$ cat config.mk
export PLATFORM = sky130hd
export DESIGN_NAME = arb_mux
export DESIGN_NICKNAME = d
export VERILOG_FILES = /design/src/rtl/arb_mux.sv
export SDC_FILE = /design/constraint.sdc
export NUM_CORES = 1
export LEC_CHECK = 0
export CAP_MARGIN = 20
export CORE_ASPECT_RATIO = 1.25
export CORE_MARGIN = 5
export CORE_UTILIZATION = 35
export CTS_BUF_LIST = sky130_fd_sc_hd__clkbuf_4 sky130_fd_sc_hd__clkbuf_8
export CTS_CLUSTER_SIZE = 16
export DETAILED_ROUTE_END_ITERATION = 7
export GPL_ROUTABILITY_DRIVEN = 0
export PLACE_DENSITY_LB_ADDON = 0.3
export SLEW_MARGIN = 10
export SYNTH_ARGS = -nofsm -noshare
export SYNTH_HDL_FRONTEND = slang
export SYNTH_SLANG_ARGS = --single-unit
$ cat constraint.sdc
create_clock -name clk -period 4.3 [get_ports clk]
set_input_delay 0.645 -clock clk [delete_from_list [all_inputs] [get_ports clk]]
set_output_delay 0.645 -clock clk [all_outputs]
set_load 0.02 [all_outputs]
$ cat src/rtl/arb_mux.sv
// Round-robin arbitrating mux: merges 2**CTRL valid/ready streams into one
// registered output slot tagged with the source index.
module arb_mux #(
  parameter int CTRL       = 2,
  parameter int DATA_WIDTH = 32
) (
  input  logic                  clk,
  input  logic                  reset,
  input  logic [2**CTRL-1:0]    in_valid,
  input  logic [DATA_WIDTH-1:0] in_data [2**CTRL],
  output logic [2**CTRL-1:0]    in_ready,
  output logic                  out_valid,
  output logic [DATA_WIDTH-1:0] out_data,
  output logic [CTRL-1:0]       out_id,
  input  logic                  out_ready
);
  localparam int N = 2**CTRL;

  logic                  valid_q, valid_d;
  logic [DATA_WIDTH-1:0] data_q, data_d;
  logic [CTRL-1:0]       id_q, id_d;
  logic [CTRL-1:0]       ptr_q, ptr_d;

  logic                  load;
  logic                  any_vld;
  logic [CTRL-1:0]       grant;
  logic [CTRL-1:0]       idx;

  assign load = !valid_q || out_ready;

  // Scan from the farthest offset down so the source nearest ptr wins last.
  always_comb begin
    grant   = ptr_q;
    any_vld = 1'b0;
    idx     = ptr_q;
    for (int k = N-1; k >= 0; k--) begin
      idx = ptr_q + CTRL'(k);
      if (in_valid[idx]) begin
        grant   = idx;
        any_vld = 1'b1;
      end
    end
  end

  always_comb begin
    in_ready = '0;
    if (load && any_vld && !reset) in_ready[grant] = 1'b1;
  end

  always_comb begin
    valid_d = valid_q;
    data_d  = data_q;
    id_d    = id_q;
    ptr_d   = ptr_q;
    if (load) begin
      if (any_vld) begin
        valid_d = 1'b1;
        data_d  = in_data[grant];
        id_d    = grant;
        ptr_d   = grant + CTRL'(1);
      end else begin
        valid_d = 1'b0;
      end
    end
  end

  always_ff @(posedge clk or posedge reset) begin
    if (reset) begin
      valid_q <= 1'b0;
      data_q  <= '0;
      id_q    <= '0;
      ptr_q   <= '0;
    end else begin
      valid_q <= valid_d;
      data_q  <= data_d;
      id_q    <= id_d;
      ptr_q   <= ptr_d;
    end
  end

  assign out_valid = valid_q;
  assign out_data  = data_q;
  assign out_id    = id_q;
endmodule

# ---- Word level (Yosys, flattened, before mapping)
# Cells that the tools add are included.
dict set report word_totals {
  ff_bits 37
  elab_cells 46
  out_inout_bits 39
}
dict set report classes {
  bitwise_logic 1
  n_mux 23
  n_addsub 4
  n_reduce_logical 7
  n_lt_le_gt_ge 7
}
# op n
set op_table {}
lappend op_table {{$bmux W32 S2} 1}
lappend op_table {{$mux W32} 2}
lappend op_table {{$lt A2 B3 Y1 const B} 5}
lappend op_table {{$mux W1} 10}
lappend op_table {{$bmux W1 S2} 4}
lappend op_table {{$mux W2} 4}
lappend op_table {{$add A2 B1 Y2 const B} 2}
lappend op_table {{$add A2 B2 Y2 const B} 2}
lappend op_table {{$mux W4} 1}
lappend op_table {{$ge A3 B3 Y1 const B} 1}
lappend op_table {{$logic_and A1 B1 Y1} 3}
lappend op_table {{$not A2 Y3} 1}
lappend op_table {{$demux W1 S2} 1}
lappend op_table {{$ge A2 B1 Y1 const B} 1}
lappend op_table {{$logic_not A1 Y1} 2}
lappend op_table {{$reduce_and A2 Y1} 1}
lappend op_table {{$logic_or A1 B1 Y1} 1}

# ---- Depth between registers and ports, before layout
dict set report depth {
  word_depth 12
  ltp_mapped 8
  ltp_nobuf 5
}

# ---- Least setup slack after synthesis
# OpenSTA, ideal clock, no wires.
dict set report synth_path {
  kind {input port to output port}
  from {input in_valid[0]}
  to {output in_ready[2]}
  t_arrival_ps 2249
  path_slack_ps 1406
  path_stages 5
  path_cell_list {nor2b_2 > a2111oi_2 > buf_2 > nor2_1 > nor4_1}
}
dict set report synth_via {
  elab_chain_len 11
  elab_cells_between_ends 24
  classes_between {2 x order compare; 19 x mux; 3 x reduce/logical}
}
# item line_no
set synth_lines {}
lappend synth_lines {{start, declared} 9} ;# input logic [2**CTRL-1:0] in_valid,
lappend synth_lines {{$bmux W1 S2} 38} ;# if (in_valid[idx]) begin
lappend synth_lines {{$mux W1 (not written as such)} 38}
lappend synth_lines {{$mux W2 (4 in a row)} 38}
lappend synth_lines {{$lt A2 B3 Y1 (not written as such) or $ge A2 B1 Y1 (tied branches)} 47} ;# if (load && any_vld && !reset) in_ready[grant] = 1'b1;
lappend synth_lines {{$logic_and A1 B1 Y1 (not written as such)} 47}
lappend synth_lines {{$mux W1 (not written as such)} 47}
lappend synth_lines {{$demux W1 S2} 47}
lappend synth_lines {{$mux W4 *} 47}
lappend synth_lines {{end, declared} 11} ;# output logic [2**CTRL-1:0] in_ready,
# Every way passes the cells marked *; elsewhere a longest branch is shown, timed or not. The select of a mux whose other input is x is not followed.

# ---- Worst setup path after layout
dict set report layout_path {
  from {input in_valid[3]}
  to {output in_ready[1]}
}
# The elaborated chain is that of the path after synthesis.

==> summary.txt <==
outcome: finished clean
initial antenna violation count: 0
Mapped Cells: 265
# setup viols final: 0
clk slew on worst S/H paths: 0.08 ns
clock latency at the later pin of the worst-skew pair: 0.29 ns
design area: 4410 sq um
PortBufs: 173
placed insts: 509
synthesis warning total: 0
initial drt markers: 140
fillers: 593
most common cell after layout, fill and taps aside: clkdlybuf4s50_1
vias per inst: 5.45
RSZ-0062 raised after global routing: no
setup bufs post-CTS: 0
Worst-Margin Slew: 0.728 ns
HPWL after DPL: 7.04 mm
post-synthesis register bit count: 37
clk sinks: 37
slowest CP cell: clkdlybuf4s50_1
First-pass DRT Iterations: 5
DP Area: 4290 sq um
DR vias: 2819
CTS tree: built
vias in the first global route: 2903
Synthesized Nets: 400
Int Pwr: 1320 uW
min cycle time layout: 3.68 ns
worst-case clock skew: 0.00647 ns
Clock Power Share: 14.8%
share of layout cells above drive strength 1: 6.09%
Post-DRT Antenna Nets: 0
sequential fraction of the synthesis area: 37.4%
routed len/inst: 18.7 um
Cell Rows: 34
drt drc: 0
Comb pwr share: 58.2%
final-report max-slew violation count: 0
slowest stage delay, CP: 0.67 ns
number of max-cap violations: 0
total CTS buffers: 5
largest net degree at the start of global routing: 40
most used cell, CP: clkdlybuf4s50_1
cell chain of the critical path: clkdlybuf4s50_1, nor2b_2, o21a_1, or3_1, nor4_1, clkdlybuf4s50_1
Area growth syn-to-layout: 78.1%
first-pass GRT wire length: 15.0 mm
Multi-input gate area: 1440 sq um
Crit Path Category: in -> out
Final period util: 85.6%
synthesized area: 2480 sq um
commonest cells after routing, fill and taps aside: clkdlybuf4s50_1 (173), dfrtp_1 (37), a21oi_1 (36)
number of diodes: 0
critical path peak fanout: 7
maximum vdd drop: 0.275 mV
final setup TNS: 0 ns
final cell count without fillers: 517
Reg2Reg Setup Slack: 1.79 ns
Arr. time, crit path: 3.04 ns
switch share: 40.0%
Clock Tree Buf Depth: 2
Post-CTS Hold Buffers: 0
Reg2Reg Depth: 6
hold depth: 1
Initial Util: 35.7%
P_leak: 0.00171 uW
CTS resizes: 0
sequential cell area: 926 sq um
max_slew headroom: 51.5%
Die Area: 8870 sq um
Die Ht: 104 um
NumNets Final: 561
WP data required: 3.65 ns
count of cell types in the netlist: 32
global-route usage over all layers: 20.9%
Die X: 85.3 um
Final Hold Viols: 0
sequential share of power: 27.0%
depth of the CTS H-tree: 2
Switch Pwr: 882 uW
power per cell area: 500 nW/um^2
Root Buffer: clkbuf_8
synthesized area per cell: 9.35 sq um
final wirelength: 9.66 mm
core area: 6930 sq um
GRT overflow: 0
worst hold path type: reg -> reg
critical path startpoint category: input port
achievable frequency: 272 MHz
CP endpoint kind: primary output
I/O pins: 174
## worst max-delay path, delay by kind of cell
kind | cells | cell delay, ns
AND/OR/NAND/NOR | 3 | 0.83
buffers and inverters | 2 | 1.32
AO/OA/AOI/OAI | 1 | 0.23
## kinds of logic (layout without fill, tap and decap cells)
group                  after synthesis  count (layout)  share of synthesized area, %
AO/OA/AOI/OAI                      111             111                          30.5
XOR/XNOR                             1               1                         0.354
buffers and inverters               31             193                          5.56
flip-flops                          37              37                          37.4
multiplexers                        32              32                          14.5
AND/OR/NAND/NOR                     53              53                          11.7
## routing by layer
metal,global-route usage (%),vias up,share of wire (%)
li1,-,1347,-
met1,24.6,1335,38
met2,36.6,123,53
met3,5.55,14,7.7
met4,6.11,0,1.9
met5,0,-,0
## sequential cells by signal (all words and copies together) (netlist names)
| register | flops |
|---|---|
| out_data | 32 |
| out_id | 2 |
| ptr_q | 2 |
| out_valid | 1 |
## cells in the mapped netlist (all sizes together)
master,number,area (sq um)
a2111o,1,11.3
a2111oi,1,15.0
a21o,2,15.0
a21oi,36,180
a221o,32,320
buf,9,55.1
clkbuf,19,71.3
dfrtp,37,926
inv,3,11.3
mux2,32,360
nand2,5,26.3
nand2b,2,12.5
nand3,32,160
nor2,2,10.0
nor2b,3,21.3
nor3,2,15.0
nor4,5,31.3
o21a,2,15.0
o21ai,35,179
o21bai,1,7.51
o31ai,1,12.5
or2,1,6.26
or3,1,6.26
xnor2,1,8.76
## power by group through the flow
stage | Clock [uW] | Combinational (uW) | Sequential, uW
CTS | 335 | 1300 | 596
global placement | 0 | 1270 | 595
global route | 348 | 1370 | 617
detailed placement | 0 | 1290 | 599
floorplan | 0 | 549 | 756
finish | 326 | 1280 | 596
## final cells by class
type	instances	area share, %
inverter	3	0.255
clock buffer	7	2.04
timing repair buffer	182	40.8
clock inverter	1	0.681
multi-input combinational	197	32.7
tap	90	2.55
sequential	37	21.0
## worst paths after layout
path,from,end
max,in_valid[3],in_ready[1]
min,out_id[0],out_id[0]
max reg2reg,ptr_q[1],out_data[13]
min reg2reg,out_id[0],out_id[0]
max in group asynchronous,reset,out_data[11]
min in group asynchronous,reset,out_valid
## stage by stage
| stage | setup WS (ns) | hold WS, ns | total power, uW | util (%) |
|---|---|---|---|---|
| after floorplan | 1.41 | 0.524 | 1300 | - |
| after global routing | 0.469 | 0.504 | 2340 | 63.6 |
| after global placement | 0.698 | 0.462 | 1870 | 61.9 |
| final | 0.618 | 0.492 | 2210 | 63.6 |
| after CTS | 0.618 | 0.493 | 2230 | 63.6 |
| after detailed placement | 0.624 | 0.476 | 1890 | 61.9 |
No activity file was read; power rests on OpenSTA's default activity.
